<file path="src/rtl/fetch_unit.sv">
// Instruction fetch: owns the PC, issues in-order imem requests, buffers responses for decode; data reaches valid_o one cycle after rvalid.
// Backpressure: ready_i low holds the head; requests stop once in-flight plus buffered entries reach FIFO_DEPTH.
module fetch_unit #(
    parameter logic [31:0] RESET_PC   = 32'h0000_0000,
    parameter int          FIFO_DEPTH = 2,
    parameter logic [31:0] NOP_INSTR  = 32'h0000_0013
) (
    input  logic        clk_i,
    input  logic        rst_n_i,
    output logic        imem_req_o,
    output logic [31:0] imem_addr_o,
    input  logic        imem_gnt_i,
    input  logic        imem_rvalid_i,
    input  logic [31:0] imem_rdata_i,
    input  logic        redirect_i,
    input  logic [31:0] redirect_pc_i,
    output logic [31:0] instr_o,
    output logic [31:0] pc_o,
    output logic        valid_o,
    input  logic        ready_i
);
    localparam int              CW       = $clog2(FIFO_DEPTH + 1);
    localparam int              PW       = (FIFO_DEPTH > 1) ? $clog2(FIFO_DEPTH) : 1;
    localparam logic [CW:0]     DEPTH_W  = (CW + 1)'(FIFO_DEPTH);
    localparam logic [PW-1:0]   LAST_PTR = PW'(FIFO_DEPTH - 1);

    logic [31:0]   pc;
    logic [CW-1:0] outstanding;
    logic [CW-1:0] discard;
    logic [CW-1:0] count;
    logic [PW-1:0] tag_wr;
    logic [PW-1:0] tag_rd;
    logic [PW-1:0] wr_ptr;
    logic [PW-1:0] rd_ptr;
    logic [31:0]   tag_mem   [FIFO_DEPTH];
    logic [31:0]   pc_mem    [FIFO_DEPTH];
    logic [31:0]   instr_mem [FIFO_DEPTH];

    logic          grant;
    logic          rsp;
    logic          keep;
    logic          pop;
    logic          head_leaving;
    logic [CW:0]   in_use;

    function automatic logic [PW-1:0] ptr_inc(input logic [PW-1:0] p);
        return (p == LAST_PTR) ? '0 : p + 1'b1;
    endfunction

    // A head accepted this cycle frees its credit now, sustaining one fetch per cycle.
    assign head_leaving = valid_o && ready_i;
    assign in_use       = {1'b0, outstanding} + {1'b0, count} - {{CW{1'b0}}, head_leaving};
    assign imem_req_o   = rst_n_i && !redirect_i && (in_use < DEPTH_W);
    assign imem_addr_o  = pc;

    assign grant = imem_req_o && imem_gnt_i;
    assign rsp   = imem_rvalid_i;
    assign keep  = rsp && (discard == '0) && !redirect_i;
    assign pop   = head_leaving && !redirect_i;

    assign valid_o = (count != '0);
    assign instr_o = valid_o ? instr_mem[rd_ptr] : NOP_INSTR;
    assign pc_o    = valid_o ? pc_mem[rd_ptr] : 32'h0;

    always_ff @(posedge clk_i or negedge rst_n_i) begin
        if (!rst_n_i) begin
            pc          <= RESET_PC;
            outstanding <= '0;
            discard     <= '0;
            count       <= '0;
            tag_wr      <= '0;
            tag_rd      <= '0;
            wr_ptr      <= '0;
            rd_ptr      <= '0;
        end else begin
            outstanding <= outstanding + CW'(grant) - CW'(rsp);
            if (grant) begin
                pc     <= pc + 32'd4;
                tag_wr <= ptr_inc(tag_wr);
            end
            if (rsp) begin
                tag_rd <= ptr_inc(tag_rd);
            end
            if (redirect_i) begin
                // Tag queue is not flushed: stale responses still return and pop their tags.
                pc      <= redirect_pc_i & ~32'h3;
                discard <= outstanding - CW'(rsp);
                count   <= '0;
                wr_ptr  <= '0;
                rd_ptr  <= '0;
            end else begin
                if (rsp && (discard != '0)) begin
                    discard <= discard - 1'b1;
                end
                if (keep) begin
                    wr_ptr <= ptr_inc(wr_ptr);
                end
                if (pop) begin
                    rd_ptr <= ptr_inc(rd_ptr);
                end
                count <= count + CW'(keep) - CW'(pop);
            end
        end
    end

    always_ff @(posedge clk_i) begin
        if (grant) begin
            tag_mem[tag_wr] <= pc;
        end
        if (keep) begin
            pc_mem[wr_ptr]    <= tag_mem[tag_rd];
            instr_mem[wr_ptr] <= imem_rdata_i;
        end
    end
endmodule

</file>
<file path="config.mk">
export PLATFORM = sky130hd
export DESIGN_NAME = fetch_unit
export DESIGN_NICKNAME = d
export VERILOG_FILES = /design/src/rtl/fetch_unit.sv
export SDC_FILE = /design/constraint.sdc
export NUM_CORES = 1
export LEC_CHECK = 0
export CAP_MARGIN = 20
export CELL_PAD_IN_SITES_DETAIL_PLACEMENT = 0
export CELL_PAD_IN_SITES_GLOBAL_PLACEMENT = 1
export CORE_MARGIN = 2
export CORE_UTILIZATION = 46
export DETAILED_ROUTE_END_ITERATION = 10
export PLACE_DENSITY_LB_ADDON = 0.1
export REMOVE_ABC_BUFFERS = 1
export SYNTH_ARGS = -nofsm -noshare
export SYNTH_HDL_FRONTEND = slang
export SYNTH_SLANG_ARGS = --single-unit
</file>
<file path="constraint.sdc">
create_clock -name clk_i -period 10.1 [get_ports clk_i]
set_clock_uncertainty 0.05 [all_clocks]
set_input_delay 2.02 -clock clk_i [delete_from_list [all_inputs] [get_ports clk_i]]
set_output_delay 2.02 -clock clk_i [all_outputs]
set_load 0.1 [all_outputs]
</file>
# --- After elaboration in Yosys (flattened, before gate mapping) ---
# Memories as Yosys holds them, arrays and structs flattened.
# Cells that the tools add are included.
totals:
  ramBits: 192
  input_bits: 70
  out_inout_bits: 98
  memories: 3
  reg_bits: 42
  word_cells: 60
mem_list:
  columns: ["memory", "depth", "width", "read_ports", "rd_ports_with_merged_regs", "write_ports", "line", "source"]
  rows:
  - ["instr_mem", 2, 32, 1, 0, 1, "37", "logic [31:0] instr_mem [FIFO_DEPTH];"]
  - ["pc_mem", 2, 32, 1, 0, 1, "36", "logic [31:0] pc_mem [FIFO_DEPTH];"]
  - ["tag_mem", 2, 32, 1, 0, 1, "35", "logic [31:0] tag_mem [FIFO_DEPTH];"]
op_classes:
  muxes: 19
  magnitude_cmp: 1
  n_reduce_logical: 16
  addsub: 13
ops:
  columns: ["cell", "count"]
  rows:
  - ["$mux W32", 4]
  - ["$add A32 B3 Y32 const B", 1]
  - ["$mux W1", 12]
  - ["$reduce_bool A2 Y1", 6]
  - ["$logic_and A1 B1 Y1", 8]
  - ["$mux W2", 3]
  - ["$sub A2 B1 Y2", 3]
  - ["$add A1 B1 Y1 const B", 4]
  - ["$add A2 B1 Y2", 2]
  - ["$add A2 B2 Y3", 1]
  - ["$lt A3 B2 Y1 const B", 1]
  - ["$sub A3 B1 Y3", 1]
  - ["$logic_not A2 Y1", 1]
  - ["$sub A2 B1 Y2 const B", 1]
  - ["$logic_not A1 Y1", 1]

# --- Logic depth before layout (Yosys ltp) ---
depth:
  word_depth: 8
  ltp_mapped: 13
  depth_no_buf: 12

# --- Least setup slack after synthesis ---
# Ideal clock, no wire load.
synth_path:
  path_type: "in2reg"
  from: "in redirect_i"
  to: "mem instr_mem[0][0], enable pin"
  setup_time_ps: 559
  cell_stages: 3
  arrival_ps: 6706
  n_path_buf: 2
  path_slack_ps: 2786
  t_required_ps: 9491
  path_cell_list: "clkbuf_1 -> buf_1 -> nor3_1"
synth_via:
  elab_chain_cells: 4
synth_rtl:
  columns: ["item", "line", "source"]
  rows:
  - ["start: declaration", "15", "input logic redirect_i,"]
  - ["$logic_not A1 Y1", "58", "assign keep = rsp && (discard == '0) && !redirect_i;"]
  - ["$logic_and A1 B1 Y1", "58", null]
  - ["$mux W1", "110", "if (keep) begin"]
  - ["$mux W1 (implied by the code)", "112", "instr_mem[wr_ptr] <= imem_rdata_i;"]
  - ["end: declaration", "37", null]
# No other way between the ends.

# --- Final worst setup path ---
layout_path:
  from: "in ready_i"
  to: "out imem_req_o"
layout_via:
  elab_chain_cells: 4
layout_rtl:
  columns: ["item", "line", "source"]
  rows:
  - ["start: declaration", "20", "input logic ready_i"]
  - ["$logic_and A1 B1 Y1", "51", "assign head_leaving = valid_o && ready_i;"]
  - ["$sub A3 B1 Y3", "52", "assign in_use = {1'b0, outstanding} + {1'b0, count} - {{CW{1'b0}}, head_leaving};"]
  - ["$lt A3 B2 Y1", "53", "assign imem_req_o = rst_n_i && !redirect_i && (in_use < DEPTH_W);"]
  - ["$logic_and A1 B1 Y1", "53", null]
  - ["end: declaration", "10", "output logic imem_req_o,"]
# No other way between the ends.

==> flow_metrics.tcl <==
set metrics [dict create \
    clkSlewWorstSetupHoldPaths_ps 60 \
    portBuffers 161 \
    yosysWarnings 0 \
    synth_top_area_share_pct 60.0 \
    peakVddDrop_mv 0.181 \
    syn_avg_cell_area_um2 14.7 \
    slew_viol_final 0 \
    dpl.hpwl_um 11800 \
    yosys-top-cells-count "184 x edfxtp_1, 82 x nor2_1, 63 x mux2i_1" \
    post_cts_resize_count 0 \
    cap_violations 0 \
    synthTopCellsByArea "edfxtp_1 60%, dfrtp_1 11%, mux2i_1 6.8%" \
    gp_congestion 0.756 \
    crit_path_end_kind "primary output" \
    drc 0 \
    first_pass_iters 4 \
    tns_ps 0 \
    clockBufferDepth 3 \
    p_leak_nw 3.97 \
    totalWireLength_um 19400 \
    start_util_pct 47.2 \
    synth.area.mux_share_pct 10.9 \
    antenna_found_initial 0 \
    yosysTopAreaCell "edfxtp_1" \
    grt-ovfl-total 0 \
    synth_compound_gate_area_share_pct 2.54 \
    reg2reg_depth 7 \
    min_path_type "reg2reg" \
    grt_start_max_net_pins 71 \
    cts_num_sinks 224 \
    grt_pass1_wl_um 30600 \
    grt.total_usage_pct 18.4 \
    fp-row-count 51 \
    postRouteAntennaNets 0 \
    multi_input_area_um2 2510 \
    drive_above_1_share_pct 10.1 \
    cts_made_buffers 23 \
    die_y_um 146 \
    worstSkewPairLatency_ps 510 \
    critPathArrivalTime_ps 5090 \
    post-route-util_pct 60.4 \
    synthAdderAreaFrac_pct 1.30 \
    syn_area_um2 9210 \
    holdBufCountCts 0 \
    path_max_fanout 4 \
    drt_iter0_markers 261 \
    slew_headroom_pct 30.0 \
    fmax_mhz 140 \
    synthFlopType "edfxtp_1" \
    synth.distinct_cells 44 \
    cts_tree "done" \
    postCtsSetupBuffers 0 \
    setup_viol 0 \
    ys_seq_area_share_pct 70.9 \
    cts_max_level 1 \
    tightest_slew_ps 1050 \
    die_w_um 146 \
    areaGrowthSynthToFinish_pct 28.0 \
    final_nets 872 \
    dieArea_um2 21200 \
    num-fill-cells 1570 \
    power.total_mw 2.84 \
    holdPathStages 1 \
    timing.final.crit_share_pct 70.9 \
    ff_latch_area_um2 6530 \
    status "completed" \
    vias 5492 \
    cts-root-buf "clkbuf_16" \
    core_um2 19500 \
    synthArstFlopShare_pct 17.9 \
    whs_ps 491 \
    ys_ff_latch 224 \
    hold_violations 0 \
    wl_per_cell_um 18.1 \
    io_pins 168 \
    required_ps 8030 \
    period_minus_slack_ps 7160 \
    synth-simple-area-share_pct 9.05 \
    grt_pass1_vias 5716 \
    worstSetupStartpointType "input pin" \
    path_class "in2out" \
    synth_most_common_cell "edfxtp_1" \
    synthCells 628 \
    grt_setup_unrepaired "no" \
    power_density_nw_per_um2 241 \
    synth_top_family_by_area "multiplexers" \
    synth-edff-count 184 \
    vias_per_cell 5.11 \
    yosys.area_share.xor_xnor_pct 3.04 \
]
cell families after synthesis:
kind of cell,count (synthesis)
simple gates,178
xor+xnor,32
buf+inv,49
flops,224
mux,96
compound gates,39
other cells,1
fa+ha+maj,9
report_power, final:
group / switching, mW / total (mW) / internal [mW]
logic: 0.665 / 0.921 / 0.257
registers: 0.0554 / 1.15 / 1.10
clock network: 0.329 / 0.765 / 0.436
total: 1.05 / 2.84 / 1.79
worst max-delay path, stage by stage:
cell and delay, ps:
clkdlybuf4s50_1 530, and3_1 220, o21ai_0 120, fa_1 430
xnor2_1 240, nor3_1 320, clkdlybuf4s50_1 1200
stage by stage:
step / area, um^2 / setup slack (ps) / instances
2_1_floorplan: 9080 / 2980 / 601
4_1_cts: 11800 / 2960 / 1073
6_report: 11800 / 2940 / 1075
5_1_grt: 11800 / 2880 / 1074
3_3_place_gp: 11100 / 2990 / 1032
3_5_place_dp: 11100 / 2970 / 1032
area by class of cell:
class,count,area share (%)
Sequential cell,224,55.4
Inverter,19,0.605
Tap cell,265,2.81
Multi-Input combinational cell,358,21.3
Clock inverter,6,0.255
Clock buffer,35,5.43
Timing Repair Buffer,167,14.1
Antenna cell,1,0.0212
layout by cell type (no fill, tap or decap), types with 3 or more instances in the layout:
cell             netlist  routed
clkdlybuf4s50_1        0     159
buf_4                  4       5
a21oi_1                4       4
o21ai_0               20      20
clkbuf_1              13      10
nand2_1               42      42
xnor2_1               17      17
nand3_1                9       9
nand4_1               16      16
ha_1                   8       8
clkbuf_16              0      23
edfxtp_1             184     184
inv_1                 19      19
nor2_1                82      79
xor2_1                15      15
o21ai_1                3       3
nand2b_1               3       3
mux2_2                33      33
nor3_1                 5       4
clkinv_2               0       3
o311ai_1               3       3
conb_1                 1       4
mux2i_1               63      63
nor2b_1                3       3
dfrtp_1               40      39
nor2_4                 0       3
and3_1                 3       3
sequential cells by signal (all words and copies together), names as in the netlist, 2 cells and up:
register / flops
outstanding: 2
tag_mem: 60
count: 2
imem_addr_o: 30
discard: 2
instr_mem: 64
pc_mem: 60
worst paths after layout:
path,startpoint,end,slack [ps]
worst max-delay path,ready_i,imem_req_o,2940
worst min-delay path,outstanding[1],outstanding[1],490
worst max register to register,count[1],tag_mem[1][7],6700
worst min register to register,outstanding[1],outstanding[1],490
max in group asynchronous,rst_n_i,rd_ptr,8010
min in group asynchronous,rst_n_i,imem_addr_o[27],1520
layer usage:
| layer | GRT usage, % | routed length, um |
|---|---|---|
| met1 | 23.7 | 8430 |
| met2 | 31.8 | 9490 |
| met3 | 3.76 | 1130 |
| met4 | 5.15 | 368 |
| met5 | 0 | 0 |
(Power assumes the default switching activity.)
